[src/rtl/magcmp_pkg.sv]
// Shared state codes, verdict encoding and counter-width helper for the
// magnitude-comparator binary searcher.
package magcmp_pkg;

  typedef logic [1:0] state_t;
  localparam state_t StIdle  = 2'd0;
  localparam state_t StQuery = 2'd1;
  localparam state_t StDone  = 2'd2;

  typedef logic [1:0] verdict_t;
  localparam verdict_t VerdEq = 2'd0;
  localparam verdict_t VerdGt = 2'd1;
  localparam verdict_t VerdLt = 2'd2;

  // Wide enough to count up to width+1 accepted responses.
  function automatic int unsigned cnt_width(input int unsigned width);
    return $clog2(width + 2);
  endfunction

endpackage

[src/rtl/magcmp_searcher_if.sv]
// Query/response bus between the searcher (master) and a magnitude
// comparator (slave): guess goes out as comparand B, verdict comes back.
interface magcmp_searcher_if #(
  parameter int unsigned WIDTH = 4
);
  logic [WIDTH-1:0] guess;
  logic             guess_valid;
  logic             resp_valid;
  logic             eq;
  logic             gt;
  logic             lt;

  modport master (
    output guess,
    output guess_valid,
    input  resp_valid,
    input  eq,
    input  gt,
    input  lt
  );

  modport slave (
    input  guess,
    input  guess_valid,
    output resp_valid,
    output eq,
    output gt,
    output lt
  );
endinterface

[src/rtl/magcmp_verdict_dec.sv]
// Collapses the comparator's eq/gt/lt lines into one verdict (eq > gt > lt).
// ERR_CHECK_EN adds a flag for verdicts that are not exactly one-hot.
module magcmp_verdict_dec
  import magcmp_pkg::*;
(
  input  logic     eq_i,
  input  logic     gt_i,
  input  logic     lt_i,
  output verdict_t verdict_o,
  output logic     invalid_o
);

  // All-zero falls through to lt.
  always_comb begin
    if (eq_i) begin
      verdict_o = VerdEq;
    end else if (gt_i) begin
      verdict_o = VerdGt;
    end else begin
      verdict_o = VerdLt;
    end
  end

`ifdef ERR_CHECK_EN
  // Odd parity excluding the all-ones case means exactly one line is set.
  assign invalid_o = !((eq_i ^ gt_i ^ lt_i) && !(eq_i && gt_i && lt_i));
`else
  logic unused_lt;
  assign unused_lt = lt_i;
  assign invalid_o = 1'b0;
`endif

endmodule

[src/rtl/magcmp_searcher.sv]
// Binary-search initiator: drives comparator B with guesses until it hits A.
// Build option ERR_CHECK_EN (in magcmp_verdict_dec) rejects non-one-hot verdicts.
module magcmp_searcher
  import magcmp_pkg::*;
#(
  parameter int unsigned  WIDTH = 4,
  localparam int unsigned CNT_W = cnt_width(WIDTH)
) (
  input  logic              clk,
  input  logic              rst_n,
  input  logic              start,
  magcmp_searcher_if.master cmp,
  output logic              done,
  output logic [WIDTH-1:0]  found,
  output logic              error,
  output logic [CNT_W-1:0]  query_cnt
);

  localparam int unsigned    MidW   = WIDTH + 1;
  localparam logic [WIDTH:0] HiInit = {1'b0, {WIDTH{1'b1}}};

  state_t           state_q, state_d;
  logic [WIDTH:0]   lo_q, lo_d, hi_q, hi_d;
  logic [WIDTH-1:0] found_q, found_d;
  logic             error_q, error_d;
  logic [CNT_W-1:0] cnt_q, cnt_d;

  logic [WIDTH:0]   mid, mid_inc, mid_dec;
  verdict_t         verdict;
  logic             verdict_invalid;

  // Sum carried one bit wider so lo+hi never wraps before the halving.
  assign mid     = MidW'(({1'b0, lo_q} + {1'b0, hi_q}) >> 1);
  assign mid_inc = mid + MidW'(1);
  assign mid_dec = mid - MidW'(1);

  magcmp_verdict_dec u_verdict_dec (
    .eq_i      (cmp.eq),
    .gt_i      (cmp.gt),
    .lt_i      (cmp.lt),
    .verdict_o (verdict),
    .invalid_o (verdict_invalid)
  );

  always_comb begin
    state_d = state_q;
    lo_d    = lo_q;
    hi_d    = hi_q;
    found_d = found_q;
    error_d = error_q;
    cnt_d   = cnt_q;
    case (state_q)
      StIdle, StDone: begin
        if (start) begin
          state_d = StQuery;
          lo_d    = '0;
          hi_d    = HiInit;
          found_d = '0;
          error_d = 1'b0;
          cnt_d   = '0;
        end
      end
      StQuery: begin
        if (cmp.resp_valid) begin
          cnt_d = cnt_q + CNT_W'(1);
          if (verdict_invalid) begin
            error_d = 1'b1;
            state_d = StDone;
          end else begin
            case (verdict)
              VerdEq: begin
                found_d = mid[WIDTH-1:0];
                state_d = StDone;
              end
              VerdGt: begin
                lo_d = mid_inc;
                if (mid_inc > hi_q) begin
                  error_d = 1'b1;
                  state_d = StDone;
                end
              end
              default: begin
                if (mid == '0) begin
                  error_d = 1'b1;
                  state_d = StDone;
                end else begin
                  hi_d = mid_dec;
                  if (lo_q > mid_dec) begin
                    error_d = 1'b1;
                    state_d = StDone;
                  end
                end
              end
            endcase
          end
        end
      end
      default: state_d = StIdle;
    endcase
  end

  always_ff @(posedge clk) begin
    if (!rst_n) begin
      state_q <= StIdle;
      lo_q    <= '0;
      hi_q    <= '0;
      found_q <= '0;
      error_q <= 1'b0;
      cnt_q   <= '0;
    end else begin
      state_q <= state_d;
      lo_q    <= lo_d;
      hi_q    <= hi_d;
      found_q <= found_d;
      error_q <= error_d;
      cnt_q   <= cnt_d;
    end
  end

  assign cmp.guess       = mid[WIDTH-1:0];
  assign cmp.guess_valid = (state_q == StQuery);
  assign done            = (state_q == StDone);
  assign found           = found_q;
  assign error           = error_q;
  assign query_cnt       = cnt_q;

endmodule

[src/flat_wrapper.sv]
// flat-port wrapper written by rule: the top's interface ports become plain ports
module magcmp_searcher_flat import magcmp_pkg::*;
#(
  parameter int unsigned  WIDTH = 4,
  localparam int unsigned CNT_W = cnt_width(WIDTH)
)
  (clk, rst_n, start, done, found, error, query_cnt, cmp_guess, cmp_guess_valid, cmp_resp_valid, cmp_eq, cmp_gt, cmp_lt);
  magcmp_searcher_if #(.WIDTH(WIDTH)) cmp_i ();
  input  logic clk;
  input  logic rst_n;
  input  logic start;
  output logic done;
  output logic [WIDTH-1:0] found;
  output logic error;
  output logic [CNT_W-1:0] query_cnt;
  output wire logic [$bits(cmp_i.guess)-1:0] cmp_guess;
  output wire logic [$bits(cmp_i.guess_valid)-1:0] cmp_guess_valid;
  input wire logic [$bits(cmp_i.resp_valid)-1:0] cmp_resp_valid;
  input wire logic [$bits(cmp_i.eq)-1:0] cmp_eq;
  input wire logic [$bits(cmp_i.gt)-1:0] cmp_gt;
  input wire logic [$bits(cmp_i.lt)-1:0] cmp_lt;
  assign cmp_guess = cmp_i.guess;
  assign cmp_guess_valid = cmp_i.guess_valid;
  assign cmp_i.resp_valid = cmp_resp_valid;
  assign cmp_i.eq = cmp_eq;
  assign cmp_i.gt = cmp_gt;
  assign cmp_i.lt = cmp_lt;
  magcmp_searcher #(.WIDTH(WIDTH)) u_core (.clk(clk), .rst_n(rst_n), .start(start), .cmp(cmp_i), .done(done), .found(found), .error(error), .query_cnt(query_cnt));
endmodule
[config.mk]
export PLATFORM = sky130hd
export DESIGN_NAME = magcmp_searcher_flat
export DESIGN_NICKNAME = d
export VERILOG_FILES = /design/src/rtl/magcmp_pkg.sv /design/src/rtl/magcmp_searcher_if.sv /design/src/rtl/magcmp_verdict_dec.sv /design/src/rtl/magcmp_searcher.sv /design/src/flat_wrapper.sv
export SDC_FILE = /design/constraint.sdc
export NUM_CORES = 1
export LEC_CHECK = 0
export ABC_CLOCK_PERIOD_IN_PS = 6850
export BUFFER_PORTS_ARGS = -buffer_cell sky130_fd_sc_hd__buf_4
export CORE_MARGIN = 5
export CORE_UTILIZATION = 63
export CTS_BUF_LIST = sky130_fd_sc_hd__clkbuf_2
export DETAILED_ROUTE_END_ITERATION = 10
export PLACE_DENSITY = 0.85
export SYNTH_ARGS = -nofsm -noshare
export SYNTH_HDL_FRONTEND = slang
export SYNTH_SLANG_ARGS = --single-unit
[constraint.sdc]
create_clock -name clk -period 6.85 [get_ports clk]
set_input_delay 0.685 -clock clk [delete_from_list [all_inputs] [get_ports clk]]
set_output_delay 0.685 -clock clk [all_outputs]
set_load 0.01 [all_outputs]
==> metrics.txt <==
# TYPE chip_impl_metric gauge
chip_impl_metric{name="grt_antenna_before_repair",unit=""} 0
chip_impl_metric{name="dr_wl_met3",unit="µm"} 180
chip_impl_metric{name="drt_drc_violations_left",unit=""} 0
chip_impl_metric{name="worst_setup_hold_path_clk_slew",unit="ns"} 0.19
chip_impl_metric{name="maximum_number_of_pins_on_one_net_before_global_route_repair",unit=""} 14
chip_impl_metric{name="worst-r2r-cell-count",unit=""} 15
chip_impl_metric{name="yosys.cell_types.count",unit=""} 44
chip_impl_metric{name="finalWeightedCongestion",unit=""} 0.817
chip_impl_metric{name="finalWirelength",unit="µm"} 3300
chip_impl_metric{name="max_slew_margin",unit="%"} 53.4
chip_impl_metric{name="crit_required",unit="ns"} 7.09
chip_impl_info{name="worst-setup-path-type",value="flip-flop to flip-flop"} 1
chip_impl_metric{name="tritoncts_num_sinks",unit=""} 20
chip_impl_metric{name="timing.fmax",unit="MHz"} 270
chip_impl_metric{name="async_reset_ff_share",unit="%"} 0
chip_impl_metric{name="comb_power_share",unit="%"} 36.4
chip_impl_info{name="grt_setup_unrepaired",value="false"} 1
chip_impl_metric{name="worstMarginPinSlew",unit="ns"} 0.693
chip_impl_metric{name="insertedDiodeCount",unit=""} 0
chip_impl_metric{name="crit_arrival",unit="ns"} 3.94
chip_impl_info{name="cts_tree",value="done"} 1
chip_impl_metric{name="die_area",unit="µm²"} 3340
chip_impl_metric{name="clock_path_buffers",unit=""} 2
chip_impl_metric{name="placed_cell_area",unit="µm²"} 1590
chip_impl_info{name="postSynth.topFlopCell",value="dfxtp_1"} 1
chip_impl_metric{name="design.portCount",unit=""} 21
chip_impl_metric{name="synthCells",unit=""} 164
chip_impl_metric{name="grt_pass1_wl",unit="µm"} 5740
chip_impl_info{name="run_status",value="finished clean"} 1
chip_impl_metric{name="number_of_optimization_iterations_in_the_first_detailed_route_pass",unit=""} 4
chip_impl_metric{name="cts_hold_repair.buffers",unit=""} 0
chip_impl_metric{name="grt_pass1_vias",unit=""} 1282
chip_impl_metric{name="post_route_cells_drive_above_1_share",unit="%"} 18.6
chip_impl_metric{name="report.final.setup_viol",unit=""} 0
chip_impl_metric{name="final-hold-violation-count",unit=""} 0
chip_impl_metric{name="ant_nets",unit=""} 0
chip_impl_metric{name="placementRows",unit=""} 17
chip_impl_metric{name="synth_nets",unit=""} 189
chip_impl_metric{name="routed_vias_inst",unit=""} 6.19
chip_impl_metric{name="die_w",unit="µm"} 57.8
chip_impl_metric{name="cts_setup_buffers",unit=""} 0
chip_impl_metric{name="final_max_slew_viol_count",unit=""} 0
chip_impl_metric{name="post_cts_resize_count",unit=""} 0
chip_impl_metric{name="floorplan.die.height",unit="µm"} 57.8
chip_impl_info{name="critical_path.endpoint_type",value="flip-flop"} 1
chip_impl_metric{name="final_standard_cell_area_without_fillers",unit="µm²"} 1610
chip_impl_metric{name="synth_warnings",unit=""} 0
chip_impl_info{name="synthMostInstantiatedCell",value="dfxtp_1"} 1
chip_impl_metric{name="layout.nets",unit=""} 209
chip_impl_metric{name="ctsHtreeMaxLevel",unit=""} 1
chip_impl_metric{name="grt_usage",unit="%"} 21.7
chip_impl_metric{name="timing.clock.skew",unit="ns"} 0.0131
chip_impl_metric{name="post_synth_instance_area",unit="µm²"} 1440
chip_impl_info{name="highest-signal-layer",value="met4"} 1
chip_impl_metric{name="met2_routed_length",unit="µm"} 1640
chip_impl_metric{name="critical_path_peak_fanout",unit=""} 7
chip_impl_metric{name="post-synth-top-area-fraction",unit="%"} 27.9
chip_impl_metric{name="pwr-share-clk",unit="%"} 18.4
chip_impl_metric{name="detail_route.wirelength.met1",unit="µm"} 1420
chip_impl_metric{name="share_seq_of_total_power",unit="%"} 45.2
chip_impl_metric{name="place_hpwl",unit="µm"} 2670
chip_impl_info{name="netlist_top_cells_count",value="dfxtp_1, ha_1, nor2_1"} 1
chip_impl_metric{name="switching_part_of_the_total",unit="%"} 36.2
chip_impl_metric{name="sequential_share_of_the_synthesized_area",unit="%"} 27.9
chip_impl_metric{name="power_dens_cells",unit="nW/µm²"} 173
chip_impl_metric{name="fin_crit_sh",unit="%"} 54.0
chip_impl_metric{name="worstHoldPathCells",unit=""} 2
chip_impl_metric{name="layout.core_utilization",unit="%"} 73.6
chip_impl_metric{name="syn_avg_cell_area",unit="µm²"} 8.77
chip_impl_metric{name="tritoncts_buffers",unit=""} 3
chip_impl_metric{name="static-leakage-power",unit="µW"} 0.000760
chip_impl_metric{name="number_of_max_cap_violations",unit=""} 0
chip_impl_metric{name="worst_ir_drop_vdd",unit="mV"} 0.139
chip_impl_metric{name="ys_ff_latch",unit=""} 20
chip_impl_metric{name="routed_wire_length_per_instance",unit="µm"} 15.6
chip_impl_metric{name="syn2layout_area_growth",unit="%"} 12.1
chip_impl_info{name="synth_top_cells_by_area",value="dfxtp_1, ha_1, nor2_1, a21oi_1, inv_1"} 1
chip_impl_metric{name="core_area",unit="µm²"} 2190
chip_impl_metric{name="totalNegativeSetupSlack",unit="ns"} 0
chip_impl_info{name="worst_setup_path_start_kind",value="flip-flop"} 1
chip_impl_info{name="worst_hold_path_type",value="flip-flop to flip-flop"} 1
chip_impl_metric{name="place_inst",unit=""} 207
chip_impl_metric{name="globalRouteOverflowTotal",unit=""} 0
chip_impl_info{name="synth_largest_area_cell",value="dfxtp_1"} 1
chip_impl_metric{name="num_vias",unit=""} 1307
chip_impl_metric{name="finalWorstPathRequiredPeriod",unit="ns"} 3.70
chip_impl_metric{name="internal-power",unit="µW"} 177
chip_impl_metric{name="detailedRoute.firstIterationViolations",unit=""} 49
chip_impl_metric{name="power.net_switching",unit="µW"} 101
chip_impl_metric{name="initial_standard_cell_utilization_of_the_core",unit="%"} 65.6
chip_impl_metric{name="final_cell_count_no_fill",unit=""} 211
chip_impl_metric{name="synth_enable_flop_cells",unit=""} 0
chip_impl_info{name="cts_root_buf",value="clkbuf_2"} 1
chip_impl_metric{name="port_buffers",unit=""} 19
chip_impl_metric{name="fill_cells",unit=""} 172
chip_impl_metric{name="worst_skew_late_latency",unit="ns"} 0.33
## cells by family after synthesis
family	after synthesis	synth area share (%)
AO/OA/AOI/OAI	40	21.5
flip-flops	20	27.9
multiplexers	1	0.696
AND/OR/NAND/NOR	59	22.5
adder cells (fa/ha/maj)	18	16.2
buffers and inverters	16	4.70
XOR/XNOR	10	6.61
## final cells by class
class	instances	area (µm²)	area share [%]
sequential	20	400	24.8
multi-input combinational	128	970	60.2
clock buffer	3	15.0	0.932
tap	28	35.0	2.17
clock inverter	1	3.75	0.233
timing repair buffer	19	143	8.85
inverter	12	45.0	2.80
## per-layer routing
| layer | up-vias | GRT usage, % |
|---|---|---|
| met5 | - | 0 |
| met4 | 0 | 6.95 |
| met3 | 11 | 2.90 |
| met2 | 43 | 39.5 |
| met1 | 622 | 25.9 |
| li1 | 631 | - |
## state kept, by name, indices dropped and copies added, names as in the netlist
name / flops
u_core.error: 1
u_core.state_q: 2
u_core.lo_q: 5
u_core.hi_q: 5
u_core.found: 4
u_core.query_cnt: 3
## cell usage in the layout, fill, tap and decap left out, types with 2 or more instances in the layout
| cell type | instances |
|---|---|
| xnor2_1 | 4 |
| clkbuf_2 | 3 |
| nand2_4 | 2 |
| ha_1 | 17 |
| nor2b_1 | 2 |
| nand3_1 | 5 |
| a21o_1 | 4 |
| nand2_1 | 11 |
| nor3_1 | 2 |
| inv_1 | 12 |
| a22oi_1 | 3 |
| a221oi_2 | 2 |
| and2b_1 | 2 |
| dfxtp_1 | 20 |
| nand2b_1 | 3 |
| nand4b_1 | 2 |
| and3_1 | 3 |
| a31oi_1 | 3 |
| o31ai_1 | 2 |
| a21oi_1 | 11 |
| nor2_1 | 17 |
| xor2_1 | 5 |
| nand4_1 | 5 |
| o21ai_0 | 4 |
| buf_4 | 19 |
## final timing paths
path                                           to              start  slack [ns]
worst min register to register  u_core.state_q[1]  u_core.state_q[1]        0.49
worst max-delay path                 u_core.error     u_core.hi_q[0]        3.15
worst max register to register       u_core.error     u_core.hi_q[0]        3.15
worst min-delay path            u_core.state_q[1]  u_core.state_q[1]        0.49
## through the flow
stage / setup slack, ns / hold WS [ns] / power [µW]
6_report: 3.15 / 0.489 / 278
5_1_grt: 2.93 / 0.519 / 296
4_1_cts: 3.16 / 0.490 / 278
3_5_place_dp: 3.19 / 0.460 / 229
3_3_place_gp: 3.28 / 0.444 / 224
2_1_floorplan: 3.56 / 0.439 / 202
## worst max-delay path, stage by stage (launching register included)
cell	delay, ns
dfxtp_1	0.37
inv_1	0.10
nor2_1	0.06
fa_1	0.42
a21o_1	0.20
a21oi_1	0.18
xnor2_1	0.24
or3b_2	0.54
xor2_1	0.16
ha_1	0.34
nand4_1	0.13
nor2_1	0.06
o32ai_1	0.47
nand4b_1	0.16
a21oi_1	0.15
nor2_1	0.05
## power groups by stage
stage	Sequential (µW)	Clock [µW]	Combinational [µW]
global placement	128	0	96.4
detailed placement	128	0	101
CTS	126	50.7	101
global route	127	56.2	113
floorplan	127	0	74.3
finish	126	51.2	101
Note: power is estimated with default switching activity, not from simulation.
